**config.mk**
```make
export PLATFORM = sky130hd
export DESIGN_NAME = mmio_uart_tx
export DESIGN_NICKNAME = d
export VERILOG_FILES = /design/src/rtl/mmio_uart_tx_pkg.sv /design/src/rtl/mmio_uart_tx_sync_fifo.sv /design/src/rtl/mmio_uart_tx.sv
export SDC_FILE = /design/constraint.sdc
export NUM_CORES = 1
export LEC_CHECK = 0
export CAP_MARGIN = 20
export CORE_ASPECT_RATIO = 0.8
export CORE_MARGIN = 1.5
export CORE_UTILIZATION = 47
export DETAILED_ROUTE_END_ITERATION = 7
export PLACE_DENSITY = 0.7
export SYNTH_ARGS = -nofsm -noshare
export SYNTH_HDL_FRONTEND = slang
export SYNTH_SLANG_ARGS = --single-unit
export TNS_END_PERCENT = 20
```
**constraint.sdc**
```tcl
create_clock -name clk -period 3.7 [get_ports clk]
set_clock_uncertainty 0.1 [all_clocks]
set_input_delay 0.555 -clock clk [delete_from_list [all_inputs] [get_ports clk]]
set_output_delay 0.555 -clock clk [all_outputs]
set_load 0.01 [all_outputs]
```
**src/rtl/mmio_uart_tx_pkg.sv**
```systemverilog
// Shared definitions for the memory-mapped UART transmitter: register map,
// STATUS bit positions, serializer state encoding and reset bit period.
package mmio_uart_tx_pkg;

  localparam logic [3:0] OFF_TXDATA = 4'h0;
  localparam logic [3:0] OFF_STATUS = 4'h4;
  localparam logic [3:0] OFF_CTRL   = 4'h8;
  localparam logic [3:0] OFF_DIV    = 4'hC;

  localparam int ST_FULL  = 0;
  localparam int ST_EMPTY = 1;
  localparam int ST_BUSY  = 2;
  localparam int ST_OVF   = 3;
  localparam int ST_COUNT = 7;

  localparam int DIV_RESET_DEF = 868;

  typedef enum logic [1:0] {S_IDLE, S_START, S_DATA, S_STOP} tx_state_e;

  function automatic logic [1:0] reg_idx(input logic [3:0] off);
    return off[3:2];
  endfunction

endpackage

```
**src/rtl/mmio_uart_tx_sync_fifo.sv**
```systemverilog
// Circular-buffer FIFO with a separate occupancy counter. The caller only
// raises push when there is room (or a pop frees a slot in the same cycle).
module mmio_uart_tx_sync_fifo #(
  parameter int W     = 8,
  parameter int DEPTH = 8
) (
  input  logic                     clk,
  input  logic                     rst,
  input  logic                     push,
  input  logic                     pop,
  input  logic [W-1:0]             wdata,
  output logic [W-1:0]             rdata,
  output logic                     full,
  output logic                     empty,
  output logic [$clog2(DEPTH):0]   count
);
  localparam int AW = $clog2(DEPTH);
  localparam int CW = AW + 1;

  logic [W-1:0]  mem [DEPTH];
  logic [AW-1:0] wptr, rptr;

  always_ff @(posedge clk) begin
    if (push) mem[wptr] <= wdata;
  end

  always_ff @(posedge clk) begin
    if (rst) begin
      wptr  <= '0;
      rptr  <= '0;
      count <= '0;
    end else begin
      if (push) wptr <= wptr + 1'b1;
      if (pop)  rptr <= rptr + 1'b1;
      case ({push, pop})
        2'b10:   count <= count + 1'b1;
        2'b01:   count <= count - 1'b1;
        default: count <= count;
      endcase
    end
  end

  assign rdata = mem[rptr];
  assign full  = (count == CW'(DEPTH));
  assign empty = (count == '0);

endmodule

```
**src/rtl/mmio_uart_tx.sv**
```systemverilog
// MMIO 8N1 UART transmitter: register file, TX FIFO and bit serializer.
// Define MMIO_UART_TX_IRQ_EN to enable the CTRL register and the drained irq.
module mmio_uart_tx
  import mmio_uart_tx_pkg::*;
#(
  parameter int FIFO_DEPTH = 8,
  parameter int DIV_W      = 16,
  parameter int DIV_RESET  = DIV_RESET_DEF
) (
  input  logic        clk,
  input  logic        rst,
  input  logic        sel,
  input  logic [3:0]  addr,
  input  logic [31:0] wdata,
  input  logic [3:0]  wenable,
  output logic [31:0] rdata,
  output logic        tx,
  output logic        irq
);
  localparam int CW = $clog2(FIFO_DEPTH) + 1;

  tx_state_e        state;
  logic [DIV_W-1:0] div, div_m1, cnt;
  logic [7:0]       shift;
  logic [2:0]       idx;
  logic             ovf, busy, ctl_bit;
  logic             wr_tx, wr_st, wr_ctl, wr_div, drop;
  logic             f_push, f_pop, f_full, f_empty;
  logic [7:0]       f_rdata;
  logic [CW-1:0]    f_count;
  logic [31:0]      status, rd_mux;

  assign wr_tx  = sel & wenable[0] & (addr[3:2] == reg_idx(OFF_TXDATA));
  assign wr_st  = sel & wenable[0] & (addr[3:2] == reg_idx(OFF_STATUS));
  assign wr_ctl = sel & wenable[0] & (addr[3:2] == reg_idx(OFF_CTRL));
  assign wr_div = sel & (addr[3:2] == reg_idx(OFF_DIV));

  // A full FIFO still accepts a byte when the serializer pops in the same cycle.
  assign f_pop  = (state == S_IDLE) & ~f_empty;
  assign f_push = wr_tx & (~f_full | f_pop);
  assign drop   = wr_tx & f_full & ~f_pop;
  assign busy   = (state != S_IDLE);
  assign div_m1 = (div == '0) ? '0 : div - 1'b1;

  mmio_uart_tx_sync_fifo #(.W(8), .DEPTH(FIFO_DEPTH)) u_fifo (
    .clk   (clk),
    .rst   (rst),
    .push  (f_push),
    .pop   (f_pop),
    .wdata (wdata[7:0]),
    .rdata (f_rdata),
    .full  (f_full),
    .empty (f_empty),
    .count (f_count)
  );

  always_comb begin
    status               = '0;
    status[ST_FULL]      = f_full;
    status[ST_EMPTY]     = f_empty;
    status[ST_BUSY]      = busy;
    status[ST_OVF]       = ovf;
    status[ST_COUNT+:CW] = f_count;
    rd_mux = '0;
    case (addr[3:2])
      reg_idx(OFF_STATUS): rd_mux = status;
      reg_idx(OFF_CTRL):   rd_mux[0] = ctl_bit;
      reg_idx(OFF_DIV):    rd_mux[DIV_W-1:0] = div;
      default:             rd_mux = '0;
    endcase
  end

  always_ff @(posedge clk) begin
    if (rst) begin
      ovf   <= 1'b0;
      div   <= DIV_W'(DIV_RESET);
      rdata <= '0;
    end else begin
      if (drop)                          ovf <= 1'b1;
      else if (wr_st && wdata[ST_OVF])   ovf <= 1'b0;
      if (wr_div && wenable[0]) div[7:0]       <= wdata[7:0];
      if (wr_div && wenable[1]) div[DIV_W-1:8] <= wdata[DIV_W-1:8];
      rdata <= sel ? rd_mux : '0;
    end
  end

`ifdef MMIO_UART_TX_IRQ_EN
  logic irq_en;
  assign ctl_bit = irq_en;
  // A push this cycle means the FIFO will not be empty next cycle.
  always_ff @(posedge clk) begin
    if (rst) begin
      irq_en <= 1'b0;
      irq    <= 1'b0;
    end else begin
      if (wr_ctl) irq_en <= wdata[0];
      irq <= irq_en & f_empty & ~busy & ~f_push;
    end
  end
  logic unused_bits;
  assign unused_bits = ^{addr[1:0], wdata[31:16], wenable[3:2]};
`else
  assign ctl_bit = 1'b0;
  assign irq     = 1'b0;
  logic unused_bits;
  assign unused_bits = ^{addr[1:0], wdata[31:16], wenable[3:2], wr_ctl};
`endif

  // Each bit lasts div_m1+1 cycles; div is re-read at every bit start.
  always_ff @(posedge clk) begin
    if (rst) begin
      state <= S_IDLE;
      tx    <= 1'b1;
      cnt   <= '0;
      shift <= '0;
      idx   <= '0;
    end else begin
      case (state)
        S_IDLE: if (f_pop) begin
          shift <= f_rdata;
          cnt   <= div_m1;
          tx    <= 1'b0;
          state <= S_START;
        end
        S_START: if (cnt == '0) begin
          cnt   <= div_m1;
          idx   <= '0;
          tx    <= shift[0];
          state <= S_DATA;
        end else cnt <= cnt - 1'b1;
        S_DATA: if (cnt == '0) begin
          cnt <= div_m1;
          if (idx == 3'd7) begin
            tx    <= 1'b1;
            state <= S_STOP;
          end else begin
            idx   <= idx + 1'b1;
            shift <= {1'b0, shift[7:1]};
            tx    <= shift[1];
          end
        end else cnt <= cnt - 1'b1;
        S_STOP: if (cnt == '0) state <= S_IDLE;
                else cnt <= cnt - 1'b1;
        default: state <= S_IDLE;
      endcase
    end
  end

endmodule

```
==> run summary <==
Outcome -> finished, final reports clean
Routed wire length -> 13900 µm
Core Region -> 0.0131 mm²
PwrDens -> 694 mW/mm²
Flop-to-flop setup slack -> 0.63 ns
Sequential element share of the synthesized area -> 54.0%
CP Launch Type -> register
First-pass GRT wire length -> 22500 µm
RSZ-0062 raised after global routing -> false
Die width -> 133 µm
Hold_buf cts -> 0
Fin crit share -> 82.9%
Routed len/inst -> 17.1 µm
RR Endpoint -> u_fifo.count[3]$_SDFFE_PP0P_
Largest net degree at the start of global routing -> 26
GPL Wtd Cong -> 0.840
Starting utilization of the core area -> 48.8%
Final worst path period need -> 3.07 ns
Area delta synth->final -> 18.1%
Worst-Margin Slew -> 0.859 ns
Worst endpoint required time -> 3.94 ns
EDFF count, synth -> 64
Max-cap violations -> 0
Seq cells post-synth -> 140
Relative slew slack -> 42.4%
Die area -> 0.0143 mm²
Clock-pin slew on the worst setup and hold paths -> 0.06 ns
Crit. End Element -> register
Initial antenna violation count -> 0
Vias in the first global route -> 4385
Top cells by count, synth -> dfxtp_1 (76), nor2_1 (65), edfxtp_1 (64)
Critical path type -> register to register
CTS max path bufs -> 2
Post-Syn Instances -> 574
Footprint of the multi-input gates -> 0.00272 mm²
HP Class -> register to register
Number of clock sinks -> 140
Sequential cell area -> 0.00344 mm²
Top_reg_cell synth -> dfxtp_1
Min-Delay Startpoint -> shift[7]$_SDFFE_PP0P_
Dpl cells -> 782
Pre-antenna DRT Iters -> 5
Syn Area/Cell -> 11.1 µm²
NumNets Final -> 684
Worst-path maximum fanout -> 5
Detail Placement HPWL -> 9750 µm
Yosys cell types -> 62
CTS H-tree lvls -> 4
Most frequent cell after synthesis -> dfxtp_1
Non-Filler Instances -> 814
Ys async rst share -> 0%
Peak Freq -> 326 MHz
Post-CTS Resized -> 0
# fillers -> 1078
DIE HEIGHT -> 107 µm
WP data arrival -> 3.31 ns
Vias per cell -> 5.53
Final Hold Violating Endpoints -> 0
Ports -> 77
WHS Path Cells -> 2
R2R cell count -> 12
Max VDD drop -> 432 µV
Layout cells sized above 1 -> 12.5%
Synth Warn # -> 0
TritonCTS clock tree -> built
Worst Setup SP -> state[0]$_SDFFE_PP0P_
Worst r2r src -> state[0]$_SDFFE_PP0P_
Clock latency on the worst-skew pair -> 0.41 ns
Top-area cell type share of the netlist area -> 30.2%
Vias -> 4502
Routed Antenna Nets -> 0
GRT Overall Usage -> 20.7%
TNS Setup -> 0 ns
Synth top area cells -> edfxtp_1 (30%), dfxtp_1 (24%), mux4_2 (5.7%)
Drc violations -> 0
ANT cells -> 0
Post-CTS Setup Inserts -> 0
Mapped Area -> 0.00637 mm²
Grt total ovfl -> 0
CTS Root Cell -> clkbuf_16
Port bufs -> 39
1st-iter DRT viols -> 392
Leakage -> 2.67 nW
Max Slew Vio Count -> 0
Row cnt -> 37
WHS Endpoint -> shift[7]$_SDFFE_PP0P_
CTS buffer count -> 17
Cell taking the most area after synthesis -> edfxtp_1
Endpoints failing setup -> 0
[stage by stage]
stage | setup WS (ns) | power (mW) | hold slack [ns] | util [%] | area (µm²)
finish | 0.631 | 5.22 | 0.348 | 57.6 | 7530
global route | 0.473 | 5.51 | 0.376 | 57.6 | 7530
CTS | 0.641 | 5.22 | 0.353 | 57.6 | 7530
detailed placement | 0.325 | 3.58 | 0.345 | 53.2 | 6950
global placement | 0.450 | 3.52 | 0.344 | 53.2 | 6950
floorplan | 0.744 | 3.17 | 0.332 | - | 6430
[kinds of logic (layout without fill, tap and decap cells)]
kind of cell | Yosys count | count (layout) | synth area share [%]
compound gates | 93 | 93 | 9.60
xor+xnor | 25 | 25 | 3.44
fa+ha+maj | 15 | 15 | 3.06
buf+inv | 52 | 101 | 4.18
flops | 140 | 140 | 54.0
mux | 35 | 35 | 8.66
other cells | 1 | 17 | 0.0588
simple gates | 213 | 213 | 17.0
[area by class of cell]
cell class	instances	area share (%)
sequential	140	45.8
multi-input combinational	398	36.2
timing repair buffer	57	6.92
clock buffer	22	6.48
tap	175	2.91
clock inverter	10	1.15
inverter	12	0.599
[sequential cells by signal, indices dropped and copies added, names as in the netlist, named ones only]
signal / count
u_fifo.mem: 64
cnt: 16
div: 16
rdata: 16
shift: 8
u_fifo.count: 4
idx: 3
u_fifo.rptr: 3
u_fifo.wptr: 3
state: 2
ovf: 1
tx: 1
[worst max-delay path, stage by stage, from the launching register on]
cell and delay, ns:
dfxtp_1 0.36, inv_1 0.10, ha_1 0.30, nor4_1 0.43, nor3_1 0.13, inv_1 0.17
ha_1 0.22, ha_1 0.25, a21o_1 0.18, a21oi_1 0.19, xnor2_1 0.10, or3_1 0.30
a21oi_1 0.16
[worst max path at each step]
| stage | end | slack [ns] |
|---|---|---|
| 4_1_cts | u_fifo.count[3]$_SDFFE_PP0P_ | 0.64 |
| 3_5_place_dp | u_fifo.count[3]$_SDFFE_PP0P_ | 0.33 |
| 6_report | u_fifo.count[3]$_SDFFE_PP0P_ | 0.63 |
| 3_3_place_gp | u_fifo.count[3]$_SDFFE_PP0P_ | 0.45 |
| 2_1_floorplan | u_fifo.count[3]$_SDFFE_PP0P_ | 0.74 |
| 5_1_grt | u_fifo.count[3]$_SDFFE_PP0P_ | 0.47 |
[cell usage in the layout (no fill, tap or decap), types with 16 or more instances in the layout]
master,netlist,final
a21oi_1,33,33
buf_4,17,18
clkbuf_16,0,19
clkdlybuf4s50_1,0,38
conb_1,1,17
dfxtp_1,76,76
edfxtp_1,64,64
mux2i_1,18,18
mux4_2,16,16
nand2_1,60,60
nor2_1,65,65
nor3_1,20,20
[routing by layer]
metal | share of wire, % | track usage, % | vias to the layer above
li1 | - | - | 2156
met1 | 49 | 29.5 | 2202
met2 | 45 | 32.0 | 130
met3 | 5.2 | 4.82 | 14
met4 | 0.86 | 5.36 | 0
met5 | 0 | 0 | -
[power breakdown]
part           switching, mW  internal (mW)  total, mW  leakage (nW)
logic                  0.993          0.700       1.69          1.19
clock network          0.633           1.01       1.64         0.284
registers              0.146           1.74       1.89          1.19
total                   1.77           3.45       5.22          2.67
Power figures use the tool's default switching activity.
